### config.mk
export PLATFORM = sky130hd
export DESIGN_NAME = aes_key_expander
export DESIGN_NICKNAME = d
export VERILOG_FILES = /design/src/rtl/aes_key_expander.sv
export SDC_FILE = /design/constraint.sdc
export NUM_CORES = 1
export LEC_CHECK = 0
export BUFFER_PORTS_ARGS = -buffer_cell sky130_fd_sc_hd__buf_2
export CAP_MARGIN = 20
export CORE_AREA = 2 2 143 145
export CTS_CLUSTER_DIAMETER = 80
export DETAILED_ROUTE_END_ITERATION = 7
export DIE_AREA = 0 0 145 147
export GPL_ROUTABILITY_DRIVEN = 0
export PLACE_DENSITY = 0.74
export RECOVER_POWER = 25
export SYNTH_ARGS = -nofsm -noshare
export SYNTH_HDL_FRONTEND = slang
export SYNTH_SLANG_ARGS = --single-unit
export TNS_END_PERCENT = 5
### constraint.sdc
create_clock -name clk -period 4.85 [get_ports clk]
set_clock_uncertainty 0.1 [all_clocks]
set_input_delay 0.485 -clock clk [delete_from_list [all_inputs] [get_ports clk]]
set_output_delay 0.485 -clock clk [all_outputs]
set_load 0.02 [all_outputs]
### src/rtl/aes_key_expander.sv
// AES key-schedule engine for AES-128/192/256.
// Emits the expanded key w[0..TOTAL-1] as a valid/ready word stream, one word
// per cycle. Round constants come from an xtime register. SubWord uses an
// external combinational S-box bank, which is shared with the cipher datapath.
module aes_key_expander #(
    parameter int BYTE = 8,
    parameter int WORD = 32,
    parameter int NK   = 4
) (
    input  logic             clk,
    input  logic             rst,
    input  logic             start,
    input  logic [255:0]     key_in,
    output logic [WORD-1:0]  w_out,
    output logic [5:0]       w_idx,
    output logic             w_valid,
    input  logic             w_ready,
    output logic             busy,
    output logic             done,
    output logic [WORD-1:0]  sub_in,
    input  logic [WORD-1:0]  sub_out
);

    localparam int NR    = NK + 6;
    localparam int TOTAL = 4 * (NR + 1);

    localparam logic [0:0] ST_IDLE = 1'b0;
    localparam logic [0:0] ST_RUN  = 1'b1;

    logic [0:0]      state_q, state_d;
    logic [WORD-1:0] win_q [NK];
    logic [WORD-1:0] win_d [NK];
    logic [5:0]      idx_q, idx_d;
    logic [2:0]      pos_q, pos_d;
    logic [BYTE-1:0] rcon_q, rcon_d;
    logic            done_q, done_d;

    logic [WORD-1:0] prev_word;
    logic [WORD-1:0] oldest_word;
    logic [WORD-1:0] temp_word;
    logic [WORD-1:0] word_now;
    logic [WORD-1:0] sub_word_in;
    logic            in_key;
    logic            do_rot;
    logic            do_sub_only;
    logic            running;
    logic            fire;

    // Key bits beyond the NK-word key are intentionally ignored.
    if (NK < 8) begin : g_key_tail
        logic key_unused;
        assign key_unused = ^key_in[255-WORD*NK:0];
    end

    // The window rotates during the key words. After NK accepts it holds
    // w[0..NK-1], so slot 0 is always w[i-NK] and slot NK-1 is always w[i-1].
    always_comb begin
        prev_word   = win_q[NK-1];
        oldest_word = win_q[0];
        in_key      = (idx_q < 6'(NK));
        do_rot      = !in_key && (pos_q == 3'd0);
        do_sub_only = (NK == 8) && !in_key && (pos_q == 3'd4);
        sub_word_in = prev_word;
        temp_word   = prev_word;
        if (do_rot) begin
            sub_word_in = {prev_word[WORD-BYTE-1:0], prev_word[WORD-1:WORD-BYTE]};
            temp_word   = sub_out ^ {rcon_q, {(WORD-BYTE){1'b0}}};
        end else if (do_sub_only) begin
            temp_word = sub_out;
        end
        word_now = in_key ? win_q[0] : (oldest_word ^ temp_word);
    end

    assign running = (state_q == ST_RUN);
    assign fire    = running && w_ready;
    assign w_valid = running;
    assign busy    = running;
    assign w_idx   = idx_q;
    assign done    = done_q;
    assign w_out   = running ? word_now : '0;
    assign sub_in  = running ? sub_word_in : '0;

    // Next-state logic: load the key on start, then advance one word per accept.
    always_comb begin
        state_d = state_q;
        win_d   = win_q;
        idx_d   = idx_q;
        pos_d   = pos_q;
        rcon_d  = rcon_q;
        done_d  = 1'b0;
        if (state_q == ST_IDLE) begin
            if (start) begin
                for (int j = 0; j < NK; j++) begin
                    win_d[j] = key_in[255-WORD*j -: WORD];
                end
                idx_d   = '0;
                pos_d   = '0;
                rcon_d  = 8'h01;
                state_d = ST_RUN;
            end
        end else if (fire) begin
            for (int j = 0; j < NK - 1; j++) begin
                win_d[j] = win_q[j+1];
            end
            win_d[NK-1] = word_now;
            if (do_rot) begin
                rcon_d = {rcon_q[BYTE-2:0], 1'b0} ^ (rcon_q[BYTE-1] ? 8'h1b : 8'h00);
            end
            if (idx_q == 6'(TOTAL - 1)) begin
                state_d = ST_IDLE;
                idx_d   = '0;
                pos_d   = '0;
                done_d  = 1'b1;
            end else begin
                idx_d = idx_q + 6'd1;
                pos_d = (pos_q == 3'(NK - 1)) ? 3'd0 : pos_q + 3'd1;
            end
        end
    end

    // State registers with synchronous reset.
    always_ff @(posedge clk) begin
        if (rst) begin
            state_q <= ST_IDLE;
            idx_q   <= '0;
            pos_q   <= '0;
            rcon_q  <= 8'h01;
            done_q  <= 1'b0;
            for (int j = 0; j < NK; j++) begin
                win_q[j] <= '0;
            end
        end else begin
            state_q <= state_d;
            idx_q   <= idx_d;
            pos_q   <= pos_d;
            rcon_q  <= rcon_d;
            done_q  <= done_d;
            for (int j = 0; j < NK; j++) begin
                win_q[j] <= win_d[j];
            end
        end
    end

endmodule

==> Yosys cells after proc, flatten, opt, wreduce, memory -nomap -nowiden <==
Index checks and enable logic that the tools add are counted.
{ "totals": {"reg_bits": 147, "word_cells": 56} }
{ "classes": {"n_reduce_logical": 8, "eq_ne": 4, "bitwise_logic": 5, "add_sub_neg": 2, "mux": 27, "order_cmp": 1} }
{ "op_table": {"columns": ["operator", "n"], "rows": [
  ["2-to-1 mux 128 bit", 3],
  ["2-to-1 mux 32 bit", 5],
  ["bitwise XOR 32 bit", 2],
  ["2-to-1 mux 8 bit", 4],
  ["2-to-1 mux 6 bit", 4],
  ["2-to-1 mux 3 bit", 5],
  ["bitwise XOR 8 x 5 -> 8 bit", 1],
  ["adder 6 x 1 -> 6 bit (second input constant)", 1],
  ["== test 6 bit (second input constant)", 1],
  ["less-than comparator 6 x 3 -> 1 bit (second input constant)", 1],
  ["2-to-1 mux 1 bit", 5],
  ["2-to-1 mux 5 bit", 1],
  ["!= test 2 x 1 -> 1 bit (second input constant)", 2],
  ["adder 3 x 1 -> 3 bit (second input constant)", 1],
  ["== test 3 x 2 -> 1 bit (second input constant)", 1],
  ["logical NOT 3 bit", 1],
  ["AND reduction 3 bit", 1],
  ["OR reduction 3 bit", 1],
  ["logical AND 1 bit", 2],
  ["inverter 1 bit", 2],
  ["AND reduction 2 bit", 1],
  ["nonzero test 2 bit", 1],
  ["logical NOT 1 bit", 1]
]} }

==> Logic depth before layout (Yosys ltp) <==
Gate-level depths: netlist of the first run.
{ "depth": {"depth_word": 8, "ltp_mapped": 9, "ltp_nobuf": 6} }

==> Least setup slack after synthesis of the first run <==
Ideal clock, no wire load.
{ "synth_timing": {"kind": "register -> output", "startpoint": "reg pos_q[0]", "endpoint": "out w_out[24]", "setup_slack_ns": 2.312, "required_time_ns": 4.265, "stages_incl_launch_ff": 9, "path_buffers": 2, "t_arrival_ns": 1.953, "path_cell_list": "dfxtp_1 -> inv_1 -> ha_1 -> nor2b_1 -> buf_4 -> buf_6 -> mux2i_1 -> or3_1 -> a21boi_0"} }
{ "synth_between": {"elab_chain_len": 6} }
{ "synth_rtl": {"columns": ["element", "line_no", "text"], "rows": [
  ["from (decl)", "34", "logic [2:0] pos_q, pos_d;"],
  ["from (signal assigned)", "135", "pos_q <= pos_d;"],
  ["logical NOT 3 bit", "61", "do_rot = !in_key && (pos_q == 3'd0);"],
  ["logical AND 1 bit", "61", null],
  ["2-to-1 mux 32 bit", "65", "if (do_rot) begin"],
  ["bitwise XOR 32 bit", "71", "word_now = in_key ? win_q[0] : (oldest_word ^ temp_word);"],
  ["2-to-1 mux 32 bit", "71", null],
  ["2-to-1 mux 32 bit", "80", "assign w_out = running ? word_now : '0;"],
  ["to (decl)", "14", "output logic [WORD-1:0] w_out,"]
]} }
Every way passes these cells.

==> Worst setup path after layout of the first run <==
{ "layout_timing": {"startpoint": "reg state_q, in the netlist busy", "endpoint": "out w_out[20]"} }
{ "layout_between": {"elab_chain_len": 1} }
{ "layout_rtl": {"columns": ["element", "line_no", "text"], "rows": [
  ["from (decl)", "30", "logic [0:0] state_q, state_d;"],
  ["from (signal assigned)", "133", "state_q <= state_d;"],
  ["2-to-1 mux 32 bit", "80", null]
]} }
Every way passes these cells.

==> impl_metrics.csv, run 1 <==
group,metric,value,unit
power,power.total,3.16,mW
detailed_routing,drtPass1Iterations,5,
logic_synthesis,syn_area,7860,µm²
detailed_routing,drt_iter0_drc,360,
timing,max_freq,264,MHz
logic_synthesis,avgSynthCellArea,8.85,µm²
die,initial_core_util,39.6,%
power,power.density,331,nW/µm²
power,power.share.clock,38.0,%
finish,drive_gt1_share,25.7,%
timing,fin_crit,3.79,ns
global_route,grt_pass1_wl,38900,µm
power,p_leak,4.14,nW
logic_synthesis,synth-seq-cells,147,
die,rows,52,
finish,fill_cells,1907,
die,die_h,147,µm
die,pin_count,365,
clock_tree,insertion_delay,0.42,ns
global_route,antenna_found_initial,3,
worst_setup_path,startpoint,"busy$_SDFF_PP0_",
power,p_comb_share,17.3,%
global_route,overflow,0,
logic_synthesis,ys_warn_count,0,
detailed_routing,vias,7393,
logic_synthesis,synth-edff-count,0,
placed_design,io_buffers,236,
power,ir_drop,0.209,mV
finish,syn_to_final_growth,21.5,%
die,design.core.area,19800,µm²
global_route,gr-usage-all-layers,23.0,%
clock_tree,cts_resized,0,
timing,finalCritPeriodShare,78.2,%
clock_tree,path_clk_slew,0.06,ns
die,die_w,145,µm
clock_tree,postCtsHoldBufs,0,
job,maxCapViolations,3,
worst_setup_path,reg2reg_depth,4,
timing,setup_tns,0,ns
logic_synthesis,ys_seq_area_share,37.5,%
worst_setup_path,endpoint_kind,"output port",
hold_path,hold_class,"primary input to flip-flop",
detailed_routing,ant_nets,0,
detailed_routing,vias_per_cell,5.49,
worst_setup_path,cp.required,4.26,ns
power,switching_share,29.4,%
worst_setup_path,worstSetupEndpoint,"w_out[20]",
timing,hold_violations,0,
placed_design,place.detailed.hpwl,16900,µm
die,die_area,21300,µm²
clock_tree,root_buffer,"clkbuf_16",
detailed_routing,routed_wl,24900,µm
power,pwr-share-seq,44.7,%
logic_synthesis,synth_nets,1183,
detailed_routing,wl_per_cell,18.5,µm
status,violations,"max-capacitance violations, max-slew violations",
clock_tree,clock_sinks,147,
worst_setup_path,r2r_end,"prev_word[11]$_SDFFE_PP0P_",
clock_tree,htreeDepth,4,
detailed_routing,drc,0,
timing,rsz0062_at_grt,"no",
logic_synthesis,async_flop_share,0,%
logic_synthesis,synthFlopType,"dfxtp_1",
logic_synthesis,synthCells,888,
timing,report.final.setup_viol,0,
finish,nNetsFinal,1360,
clock_tree,cts_buffers,17,
status,outcome,"complete, but fails checks",
worst_setup_path,crit_arrival,3.21,ns
power,internal_power,2.23,mW
worst_setup_path,worstPathMaxFanout,70,
worst_setup_path,r2r_start,"busy$_SDFF_PP0_",
worst_setup_path,rrSetupSlack,1.50,ns
global_route,grt_pass1_vias,7011,
timing,report.final.slew_viol_count,291,
clock_tree,tritoncts,"done",
timing,worstMarginPinSlew,1.88,ns
worst_setup_path,start_kind,"flip-flop",
power,switchingPower,929,µW
global_route,grt_max_degree,185,
clock_tree,cts_setup_buffers,0,
logic_synthesis,ys_types,42,
timing,relSlewSlack,-25.6,%
worst_setup_path,critPathKind,"flip-flop to output port",
clock_tree,clockBufferDepth,2,
==> layout make-up <==
class                   instances  area [µm²]  share of cell area, %
well taps                     270         338                   3.54
clock buffers                  22         464                   4.86
clock inverters                 8        57.6                  0.603
repair buffers                246        1250                   13.1
diodes                          1        2.50                 0.0262
flip-flops and latches        147        2950                   30.9
multi-input cells             647        4470                   46.8
inverters                       6        22.5                  0.236
==> kinds of logic (layout without fill, tap and decap cells) <==
logic type | after synthesis | count (layout) | synth area share [%]
AO/OA/AOI/OAI | 280 | 280 | 25.9
AND/OR/NAND/NOR | 224 | 224 | 12.7
flip-flops | 147 | 147 | 37.5
multiplexers | 129 | 129 | 16.5
buffers and inverters | 94 | 282 | 5.86
XOR/XNOR | 11 | 11 | 1.23
adder cells (fa/ha/maj) | 3 | 3 | 0.478
other | 0 | 1 | 0
==> cells in the mapped netlist (5+ instances only) <==
library cell,n,area [µm²]
buf_2,29,145
buf_6,8,90.1
clkbuf_1,45,169
xor2_1,11,96.3
nand2_1,68,255
a21boi_0,24,180
inv_1,5,18.8
or3_1,32,200
o221ai_1,32,280
a31oi_1,32,200
mux2i_1,128,1280
dfxtp_1,147,2940
nor2_1,105,394
a21oi_1,7,35.0
a22o_1,7,61.3
a21boi_1,40,300
a211oi_1,96,721
o21ai_0,33,165
==> worst max-delay path: stages, from the launching register on <==
cell and delay (ns):
dfxtp_4 0.74, clkbuf_2 1.43, a21boi_0 0.32, buf_2 0.21
==> state kept, by name, summed over array words and instances, names as in the netlist <==
signal       flops
oldest_word     32
prev_word       32
w_idx            6
rcon_q           8
win_q           64
done             1
pos_q            3
busy             1
==> worst min path at each step <==
stage,slack (ns),cells past startpoint,endpoint,from
floorplan,0.36,2,pos_q[2]$_SDFFE_PP0P_,pos_q[2]$_SDFFE_PP0P_
global placement,0.38,2,win_q[69]$_SDFFE_PP0P_,win_q[69]$_SDFFE_PP0P_
detailed placement,0.38,2,rcon_q[0]$_SDFFE_PP1P_,rcon_q[0]$_SDFFE_PP1P_
CTS,0.28,2,busy$_SDFF_PP0_,start
global route,0.27,2,busy$_SDFF_PP0_,start
finish,0.28,2,busy$_SDFF_PP0_,start
==> per-layer routing <==
layer | vias to the layer above | wire, µm | global-route usage (%)
met2 | 272 | 11000 | 35.5
li1 | 3661 | - | -
met3 | 24 | 2260 | 8.70
met1 | 3432 | 11200 | 30.7
met5 | - | 26 | 0
met4 | 4 | 322 | 4.75
==> power by group through the flow <==
stage	Clock [mW]	Combinational [mW]	Sequential, mW
final	1.20	0.546	1.41
after global placement	0	0.532	1.44
after detailed placement	0	0.543	1.44
after global routing	1.28	0.607	1.43
after CTS	1.22	0.545	1.41
after floorplan	0	0.390	1.39
==> layout by cell type (no fill, tap or decap), types with 3 or more instances in the layout <==
cell type,count
a21boi_0,24
a21boi_1,40
or3_1,32
a31oi_1,32
buf_4,10
clkinv_2,3
clkbuf_1,10
nand3_1,4
nor2_1,105
inv_1,5
o221ai_1,32
a22o_1,7
ha_1,3
buf_2,228
clkinv_4,4
dfxtp_1,146
clkbuf_16,17
o21ai_0,33
a211oi_1,96
a21oi_1,7
nand2_1,68
xor2_1,11
mux2i_1,128
==> through the flow <==
step           cell area (µm²)  setup slack, ns  cells  utilization, %  hold slack (ns)
2_1_floorplan             7860             2.31    888               -            0.359
3_3_place_gp              9050             1.83   1316            45.6            0.384
3_5_place_dp              9050             1.83   1316            45.6            0.379
4_1_cts                   9570             1.36   1346            48.2            0.284
5_1_grt                   9540            0.785   1346            48.1            0.267
6_report                  9550             1.06   1347            48.1            0.283
(Power assumes the default switching activity.)
==> inputs of run 2 (changes only) <==
- ABC_AREA: unset -> 1
- CORE_AREA: 2 2 143 145 -> 2 2 141 143
- DIE_AREA: 0 0 145 147 -> 0 0 143 145
- PLACE_DENSITY: 0.74 -> 0.8
- clock period: 4.85 -> 3.3 ns (I/O delays scaled with it)
==> run 2 against run 1 <==
Flip-flop and latch count is the same. Worst hold slack got worse by 0.22 ns. Critical path depth increased by 5. Routed wire length rose by 8.8%. First-iteration DRC count increased by 130%. Combinational power grew 65%. Count of clock-buffer cells in the layout decreased by 3. Final cell count grew 24%. Power is 58% higher. Area after synthesis increased by 3.2%. Global-route usage grew 2.6 points. The run still ends with max-capacitance violations, max-slew violations left. Utilization up 3.1 points.
==> impl_metrics.csv, run 2 <==
group,metric,value,unit
status,outcome,"complete, but fails checks",
status,violations,"max-capacitance violations, max-slew violations",
logic_synthesis,ys_types,33,
detailed_routing,drc,0,
logic_synthesis,yosys.area.top_type_share,36.3,%
worst_setup_path,cpMostUsedCell,"inv_1",
logic_synthesis,synth.largest_area_cell,"dfxtp_1",
worst_setup_path,r2r_start,"busy$_SDFF_PP0_",
detailed_routing,routed_wl,27100,µm
timing,report.final.slew_viol_count,134,
clock_tree,cts_resized,0,
clock_tree,insertion_delay,0.43,ns
hold_path,hold_class,"primary input to flip-flop",
power,p_leak,4.63,nW
global_route,gr-usage-all-layers,25.6,%
logic_synthesis,async_flop_share,0,%
worst_setup_path,path_cells,"inv_1 > ha_1 > inv_1 > nor2_4 > nand2_4 > nand3_1 > o21ai_0 > buf_2",
die,pin_count,365,
detailed_routing,drtPass1Iterations,5,
finish,nNetsFinal,1692,
worst_setup_path,worstPathMaxFanout,64,
power,power.total,4.98,mW
hold_path,min_from,"key_in[206]",
finish,syn_to_final_growth,21.4,%
worst_setup_path,crit_arrival,2.46,ns
worst_setup_path,critPathSlowestCell,"nand2_4",
clock_tree,htreeDepth,4,
timing,max_freq,346,MHz
placed_design,io_buffers,236,
clock_tree,postCtsHoldBufs,0,
clock_tree,path_clk_slew,0.07,ns
worst_setup_path,endpoint_kind,"output port",
die,design.core.area,19200,µm²
detailed_routing,vias,9063,
finish,largest_register_ffs,64,
timing,finalCritPeriodShare,87.6,%
timing,rsz0062_at_grt,"no",
finish,final-instance-count-excl-fill,1675,
timing,report.final.setup_viol,0,
worst_setup_path,r2r_end,"rcon_q[0]$_SDFFE_PP1P_",
detailed_routing,ant_nets,0,
detailed_routing,drt_iter0_drc,819,
logic_synthesis,synth_nets,1522,
finish,top_register,"win_q",
timing,hold_ws,0.0675,ns
timing,relSlewSlack,-37.6,%
worst_setup_path,crit_buf_inv,3,
global_route,overflow,0,
finish,drive_gt1_share,21.9,%
finish,layout_commonest_cell,"nand2_1",
clock_tree,tritoncts,"done",
die,rows,51,
die,die_w,143,µm
hold_path,worstHoldEndpoint,"win_q[78]$_SDFFE_PP0P_",
global_route,grt_pass1_vias,8233,
logic_synthesis,synthTopCellsByArea,"dfxtp_1, nand2_1, o21ai_0, a31oi_1, inv_1",
worst_setup_path,critPathKind,"flip-flop to output port",
finish,final_cell_mix,"nand2_1, buf_2, o21ai_0",
logic_synthesis,syn_area,8110,µm²
timing,hold_violations,0,
finish,utilization,51.2,%
placed_design,post-place-cells,1643,
global_route,antenna_found_initial,0,
clock_tree,cts_buffers,17,
worst_setup_path,reg2reg_depth,4,
global_route,grt_max_degree,101,
worst_setup_path,rrSetupSlack,0.43,ns
clock_tree,cts_setup_buffers,0,
logic_synthesis,ys_warn_count,0,
clock_tree,clock_sinks,147,
clock_tree,clockBufferDepth,2,
worst_setup_path,start_kind,"flip-flop",
logic_synthesis,synthCells,1227,
logic_synthesis,ys_seq_area_share,36.3,%
worst_setup_path,cp.required,2.87,ns
timing,setup_tns,0,ns
hold_path,hold_depth,3,
detailed_routing,vias_per_cell,5.41,
die,die_h,145,µm
timing,worstMarginPinSlew,2.06,ns
detailed_routing,wl_per_cell,16.2,µm
die,die_area,20700,µm²
logic_synthesis,yosys.cell_count.top_type,"nand2_1",
placed_design,place.detailed.hpwl,18500,µm
worst_setup_path,cp_top_family,"simple AND/OR/NAND/NOR gates",
job,maxCapViolations,2,
power,ir_drop,0.355,mV
die,initial_core_util,42.2,%
worst_setup_path,critPathMaxStageDelay,0.44,ns
timing,fin_crit,2.89,ns
logic_synthesis,synth-edff-count,0,
logic_synthesis,synthTopCellsByCount,"nand2_1, o21ai_0, inv_1",
logic_synthesis,avgSynthCellArea,6.61,µm²
power,power.density,506,nW/µm²
finish,n_antenna_cell,0,
logic_synthesis,synth-seq-cells,147,
global_route,grt_pass1_wl,42000,µm
logic_synthesis,synthFlopType,"dfxtp_1",
clock_tree,root_buffer,"clkbuf_16",
-- run 2: cell count changes after synthesis, moves of 40 or more --
cell and delta:
a211oi_1 -96, a21boi_1 -40, a31oi_1 +68, inv_1 +143
mux2i_1 -128, nand2_1 +247, nand3_1 +88, nor2_1 -97
o21ai_0 +159
-- run 2: cells by family after synthesis --
family / Yosys count / synth area share, %
simple gates: 471 / 25.7
buf+inv: 250 / 13.2
flops: 147 / 36.3
compound gates: 354 / 24.1
xor+xnor: 2 / 0.216
fa+ha+maj: 3 / 0.463
-- run 2: worst max path at each step --
stage / depth (start not counted) / slack (ns) / endpoint / startpoint
2_1_floorplan: 7 / 1.34 / sub_in[29] / pos_q[0]$_SDFFE_PP0P_
3_5_place_dp: 10 / 0.81 / rcon_q[2]$_SDFFE_PP0P_ / pos_q[0]$_SDFFE_PP0P_
5_1_grt: 4 / 0.13 / rcon_q[0]$_SDFFE_PP1P_ / busy$_SDFF_PP0_
6_report: 8 / 0.41 / sub_in[17] / pos_q[0]$_SDFFE_PP0P_
3_3_place_gp: 8 / 0.88 / sub_in[29] / pos_q[0]$_SDFFE_PP0P_
4_1_cts: 8 / 0.40 / sub_in[29] / pos_q[0]$_SDFFE_PP0P_
-- run 2: per-stage QoR --
stage / worst slack [ns] / area [µm²]
after floorplan: 1.34 / 8110
after global placement: 0.876 / 9260
after detailed placement: 0.810 / 9260
after CTS: 0.399 / 9860
after global routing: 0.129 / 9840
final: 0.409 / 9840
-- run 2: final cells by class --
type                       count  area [µm²]
multi-input combinational    830        4110
clock buffer                  19         454
sequential                   147        2950
tap                          265         332
timing repair buffer         248        1280
fill                        1906        9360
inverter                     153         577
clock inverter                13         146
-- run 2: layer usage --
| layer | part of all wire [%] | routed length, µm | GRT usage (%) |
|---|---|---|---|
| met3 | 8.1 | 2190 | 4.19 |
| met5 | 0 | 0 | 0 |
| met1 | 45 | 12100 | 36.1 |
| met2 | 45 | 12100 | 39.2 |
| met4 | 2.3 | 620 | 9.16 |
-- run 2: tightest hold or removal path, stage by stage --
cell and delay (ns):
buf_2 0.10, nand2_1 0.05, a31oi_1 0.07
-- run 2: power by group --
part | internal [mW] | switching [mW] | leakage, nW
clock | 1.17 | 0.823 | 0.284
combinational | 0.308 | 0.590 | 3.13
sequential | 1.95 | 0.135 | 1.22
total | 3.43 | 1.55 | 4.63
